==> src/rtl/writeback_arbiter_pkg.sv <==
// Shared types and constants for the writeback stage.
// Register-write request bundle and load size encoding.
package writeback_arbiter_pkg;

  localparam int XLEN    = 32;
  localparam int NB_REGS = 5;

  localparam logic [NB_REGS-1:0] REG_ZERO = '0;

  typedef enum logic [1:0] {
    LS_BYTE = 2'b00,
    LS_HALF = 2'b01,
    LS_WORD = 2'b10
  } ls_size_e;

  typedef struct packed {
    logic [NB_REGS-1:0] rd;
    logic [XLEN-1:0]    data;
  } wb_req_t;

endpackage

==> src/rtl/wb_fifo.sv <==
// Circular FIFO of writeback requests.
// Full/empty come from the registered count; DEPTH = 1 is supported.
module wb_fifo
  import writeback_arbiter_pkg::*;
#(
  parameter int DEPTH = 2
) (
  input  logic                         clk,
  input  logic                         reset,
  input  logic                         push,
  input  wb_req_t                      din,
  input  logic                         pop,
  output wb_req_t                      dout,
  output logic [$clog2(DEPTH+1)-1:0]   count
);

  localparam int PW = (DEPTH > 1) ? $clog2(DEPTH) : 1;
  localparam int CW = $clog2(DEPTH + 1);

  wb_req_t       mem [DEPTH];
  logic [PW-1:0] rd_ptr;
  logic [PW-1:0] wr_ptr;
  logic          do_push;
  logic          do_pop;

  // A full FIFO refuses a push even when a pop happens this cycle.
  assign do_push = push & (count < CW'(DEPTH));
  assign do_pop  = pop & (count != '0);
  assign dout    = mem[rd_ptr];

  function automatic logic [PW-1:0] next_ptr(input logic [PW-1:0] p);
    return (p == PW'(DEPTH - 1)) ? '0 : p + PW'(1);
  endfunction

  // Storage write; contents are don't-care while empty.
  always_ff @(posedge clk) begin
    if (do_push) mem[wr_ptr] <= din;
  end

  // Pointer and occupancy update.
  always_ff @(posedge clk or posedge reset) begin
    if (reset) begin
      rd_ptr <= '0;
      wr_ptr <= '0;
      count  <= '0;
    end else begin
      if (do_push) wr_ptr <= next_ptr(wr_ptr);
      if (do_pop)  rd_ptr <= next_ptr(rd_ptr);
      case ({do_push, do_pop})
        2'b10:   count <= count + CW'(1);
        2'b01:   count <= count - CW'(1);
        default: count <= count;
      endcase
    end
  end

endmodule

==> src/rtl/writeback_arbiter.sv <==
// Final stage: merges ALU and load results onto the regfile write port.
// Loads win unless the ALU FIFO has been starved for STARVE_MAX cycles.
module writeback_arbiter
  import writeback_arbiter_pkg::*;
#(
  parameter int ALU_FIFO_DEPTH = 2,
  parameter int STARVE_MAX     = 3
) (
  input  logic               clk,
  input  logic               reset,
  input  logic               alu_valid_i,
  output logic               alu_ready_o,
  input  logic [NB_REGS-1:0] alu_rd_i,
  input  logic [XLEN-1:0]    alu_data_i,
  input  logic               lsu_valid_i,
  output logic               lsu_ready_o,
  input  logic [NB_REGS-1:0] lsu_rd_i,
  input  logic [XLEN-1:0]    lsu_rdata_i,
  input  logic [1:0]         lsu_size_i,
  input  logic               lsu_unsigned_i,
  input  logic [1:0]         lsu_offset_i,
  output logic               write_valid_o,
  output logic [NB_REGS-1:0] write_adr_o,
  output logic [XLEN-1:0]    write_data_o,
  output logic               retire_o
);

  localparam int CW = $clog2(ALU_FIFO_DEPTH + 1);
  localparam int SW = $clog2(STARVE_MAX + 1);

  wb_req_t       fifo_din;
  wb_req_t       fifo_dout;
  logic [CW-1:0] fifo_count;
  logic          fifo_empty;
  wb_req_t       hold;
  logic          hold_valid;
  logic [SW-1:0] starve_cnt;
  logic          lsu_grant;
  logic          alu_grant;
  logic          grant;
  wb_req_t       winner;

  function automatic logic [XLEN-1:0] format_load(
    input logic [XLEN-1:0] w,
    input logic [1:0]      size,
    input logic            uns,
    input logic [1:0]      off
  );
    logic [7:0]  b;
    logic [15:0] h;
    b = w[{off, 3'b000} +: 8];
    h = w[{off[1], 4'b0000} +: 16];
    case (ls_size_e'(size))
      LS_BYTE: return {{(XLEN-8){~uns & b[7]}}, b};
      LS_HALF: return {{(XLEN-16){~uns & h[15]}}, h};
      default: return w;
    endcase
  endfunction

  assign alu_ready_o = fifo_count < CW'(ALU_FIFO_DEPTH);
  assign lsu_ready_o = ~hold_valid;
  assign fifo_empty  = fifo_count == '0;
  assign fifo_din    = '{rd: alu_rd_i, data: alu_data_i};

  assign lsu_grant = hold_valid & (fifo_empty | (starve_cnt < SW'(STARVE_MAX)));
  assign alu_grant = ~lsu_grant & ~fifo_empty;
  assign grant     = lsu_grant | alu_grant;
  assign winner    = lsu_grant ? hold : fifo_dout;

  wb_fifo #(
    .DEPTH (ALU_FIFO_DEPTH)
  ) u_fifo (
    .clk   (clk),
    .reset (reset),
    .push  (alu_valid_i & alu_ready_o),
    .din   (fifo_din),
    .pop   (alu_grant),
    .dout  (fifo_dout),
    .count (fifo_count)
  );

  // One-entry load hold: freed on grant, refilled on a later cycle.
  always_ff @(posedge clk or posedge reset) begin
    if (reset) begin
      hold_valid <= 1'b0;
      hold       <= '0;
    end else if (lsu_grant) begin
      hold_valid <= 1'b0;
    end else if (lsu_valid_i & ~hold_valid) begin
      hold_valid <= 1'b1;
      hold.rd    <= lsu_rd_i;
      hold.data  <= format_load(lsu_rdata_i, lsu_size_i,
                                lsu_unsigned_i, lsu_offset_i);
    end
  end

  // Count cycles the ALU loses with work pending, saturating.
  always_ff @(posedge clk or posedge reset) begin
    if (reset) begin
      starve_cnt <= '0;
    end else if (~fifo_empty & ~alu_grant) begin
      if (starve_cnt < SW'(STARVE_MAX)) starve_cnt <= starve_cnt + SW'(1);
    end else begin
      starve_cnt <= '0;
    end
  end

  // Registered commit; x0 writes retire without a regfile write.
  always_ff @(posedge clk or posedge reset) begin
    if (reset) begin
      write_valid_o <= 1'b0;
      write_adr_o   <= '0;
      write_data_o  <= '0;
      retire_o      <= 1'b0;
    end else begin
      write_valid_o <= grant & (winner.rd != REG_ZERO);
      retire_o      <= grant;
      if (grant) begin
        write_adr_o  <= winner.rd;
        write_data_o <= winner.data;
      end
    end
  end

endmodule
==> config.mk <==
export PLATFORM = sky130hd
export DESIGN_NAME = writeback_arbiter
export DESIGN_NICKNAME = d
export VERILOG_FILES = /design/src/rtl/writeback_arbiter_pkg.sv /design/src/rtl/wb_fifo.sv /design/src/rtl/writeback_arbiter.sv
export SDC_FILE = /design/constraint.sdc
export NUM_CORES = 1
export LEC_CHECK = 0
export BUFFER_PORTS_ARGS = -buffer_cell sky130_fd_sc_hd__buf_4
export CELL_PAD_IN_SITES_DETAIL_PLACEMENT = 0
export CELL_PAD_IN_SITES_GLOBAL_PLACEMENT = 1
export CORE_MARGIN = 4
export CORE_UTILIZATION = 44
export CTS_CLUSTER_SIZE = 40
export DETAILED_ROUTE_END_ITERATION = 7
export PLACE_DENSITY_LB_ADDON = 0.12
export SETUP_SLACK_MARGIN = 0.05
export SLEW_MARGIN = 25
export SYNTH_ARGS = -nofsm -noshare
export SYNTH_HDL_FRONTEND = slang
export SYNTH_SLANG_ARGS = --single-unit
==> constraint.sdc <==
create_clock -name clk -period 3.5 [get_ports clk]
set_input_delay 0 -clock clk [delete_from_list [all_inputs] [get_ports clk]]
set_output_delay 0 -clock clk [all_outputs]
set_load 0.005 [all_outputs]
==> flow_metrics.tcl <==
set metrics [dict create \
    status "finished clean" \
    cts_resized 0 \
    htreeDepth 4 \
    p_int_w 0.004508 \
    pwr-share-clk 0.282 \
    cp.arrival_ns 3.15 \
    postCtsHoldBufs 76 \
    maxCapViolCount 0 \
    routedWlPerCell_microns 18.48 \
    hold_slack_ns 0.02529 \
    crit_buf_inv 1 \
    final_cell_mix "131 x buf_4, 82 x dfrtp_1, 79 x a21oi_1" \
    seq_area_frac_synth 0.6440 \
    p_leak_nw 3.816 \
    rsz0062_at_grt "no" \
    die_h_microns 131.2 \
    coreArea_sq_um 14700 \
    fin_setup_tns_ns 0 \
    use_met1 0.2981 \
    grt_pass1_vias 5394 \
    synth-edff-count 74 \
    clock-sinks 157 \
    max_freq_mhz 358.2 \
    ys_types 37 \
    relSlewSlack 0.3960 \
    drt-total-wl_microns 17760 \
    worstSetupPathType "reg2reg" \
    portBuffers 123 \
    row_count 44 \
    worst_setup_path_start_kind "register" \
    ant_nets 0 \
    combPwrFrac 0.291 \
    grtUsageMet3 0.04740 \
    grt_max_degree 51 \
    vias 5182 \
    slowest_delay_ns 0.71 \
    power_w 0.006593 \
    worst_slack_ns 0.7085 \
    cp_max_fo 37 \
    viasPerCell 5.392 \
    syn2layout_area_growth_pct 37.11 \
    syn_area_sq_um 6675 \
    path_clk_slew_ns 0.06 \
    die_area_sq_um 17210 \
    switching_share 0.3162 \
    io_pins 124 \
    cts_setup_buffers 0 \
    cts_tree "done" \
    stdcell_area_sq_um 9153 \
    grt_pass1_wl_microns 28950 \
    yosysWarnings 0 \
    dp_hpwl_microns 11970 \
    worstSkewPairLatency_ns 0.42 \
    peakVddDrop_mv 0.5302 \
    regArea_sq_um 4300 \
    drive_gt1_frac 0.2239 \
    maxSlewViolCount 0 \
    skew_ns 0.008259 \
    die_w_microns 131.2 \
    clock_path_buffers 2 \
    grt-ovfl-total 0 \
    multi_input_area_sq_um 2163 \
    worstMarginPinSlew_ns 0.9060 \
    synthFlopType "dfrtp_1" \
    synth_cells 578 \
    drt_iter0_drc 316 \
    fillerInstances 1156 \
    setup_viol 0 \
    period_needed_ns 2.792 \
    syn_avg_cell_area_sq_um 11.55 \
    hold_class "in2reg" \
    synthArstFlopShare 0.5287 \
    top_usage_layer "met2" \
    cp.required_ns 3.85 \
    use_met2 0.3260 \
    final_common_cell "buf_4" \
    nNetsFinal 849 \
    crit_chain "nand2b_2, nor3_1, a22oi_1, o21ai_0, dlygate4sd3_1" \
    cp-end-kind "register" \
    p_switching_w 0.002085 \
    cts_root_buf "clkbuf_16" \
    powerDensity_nw_per_um2 720.3 \
    critPathSlowestCell "nor3_1" \
    drc_errors 0 \
    synth_seq_cells 157 \
    grt_usage 0.2101 \
    place_ws_ns 1.273 \
    hold_viol 0 \
    timing.final.crit_share 0.7976 \
    dr.pass1.iters 5 \
    placed_area_sq_um 7771 \
    synth_nets 663 \
    diodes 0 \
    cts_buffers 17 \
    seq_power_share 0.427 \
    routabilityCongestion 0.8348 \
    initial_core_util 0.4541 \
    antenna_found_initial 0 \
    worst_path_dominant_cell_family "simple AND/OR/NAND/NOR gates" \
]
==> state kept, by name, indices dropped and copies added, names as in the netlist, 2 cells and up <==
signal        cells
hold             37
starve_cnt        2
u_fifo.count      2
u_fifo.mem       74
write_adr_o       5
write_data_o     32
==> worst reg2reg max path: cells and delay by family (launching register included) <==
kind / cells / cell delay [ns]
simple gates: 2 / 1.36
compound gates: 2 / 0.25
flops: 1 / 0.56
buf+inv: 1 / 0.56
==> metrics by stage <==
stage            util  instances
2_1_floorplan       -        578
3_3_place_gp   0.5273        851
3_5_place_dp   0.5287        852
4_1_cts        0.6208        960
5_1_grt        0.6227        961
6_report       0.6227        961
==> cell usage after synthesis, types with 4 or more instances <==
cell,number,share of area
mux2i_1,37,0.055
o21ai_0,62,0.046
dfrtp_1,83,0.31
clkbuf_1,27,0.015
nand2_1,40,0.022
a21oi_1,80,0.060
a22oi_1,43,0.048
edfxtp_1,74,0.33
a32oi_1,6,0.0079
buf_2,9,0.0067
nand3_1,7,0.0052
buf_1,5,0.0028
xnor2_1,4,0.0052
nor2_1,55,0.031
inv_1,14,0.0079
==> cell families (layout without fill, tap and decap cells) <==
logic type / Yosys count / count (layout) / synth area share
buffers and inverters: 57 / 256 / 0.03543
muxes: 39 / 39 / 0.06054
AOI/OAI and AO/OA: 197 / 197 / 0.1723
adders and majority gates: 2 / 2 / 0.003748
and+or+nand+nor: 121 / 121 / 0.07741
xor gates and xnor gates: 5 / 5 / 0.006560
DFF: 157 / 157 / 0.6440
==> power by group through the flow <==
stage / combinational (W) / sequential, W / clock [W]
5_1_grt: 0.00214 / 0.00286 / 0.00197
6_report: 0.00192 / 0.00281 / 0.00186
2_1_floorplan: 0.00110 / 0.00268 / 0
3_3_place_gp: 0.00172 / 0.00289 / 0
3_5_place_dp: 0.00182 / 0.00285 / 0
4_1_cts: 0.00192 / 0.00282 / 0.00188
==> metal layers <==
layer  part of all wire  wire length [microns]  vias to the layer above
met4              0.015                    260                        0
met2               0.47                   8316                      157
li1                   -                      -                     2483
met5                  0                      0                        -
met3              0.050                    888                       17
met1               0.47                   8296                     2525
==> final timing paths <==
check                                     start       endpoint  slack [ns]  cells after the start
worst max-delay path                 hold_valid        hold[4]        0.71                      5
worst min-delay path            lsu_rdata_i[12]       hold[12]        0.03                      5
worst max register to register       hold_valid        hold[4]        0.71                      5
worst min register to register    starve_cnt[0]  starve_cnt[0]        0.45                      1
max in group asynchronous                 reset       hold[35]        2.22                      4
min in group asynchronous                 reset       hold[13]        0.31                      3
==> cell type report <==
class,count,share of cell area
Sequential cell,157,0.4699
Multi-Input combinational cell,364,0.2364
Timing Repair Buffer,210,0.1979
Clock buffer,21,0.04921
Tap cell,184,0.02515
Clock inverter,11,0.01558
Inverter,14,0.005878
Note: power is estimated with default switching activity, not from simulation.
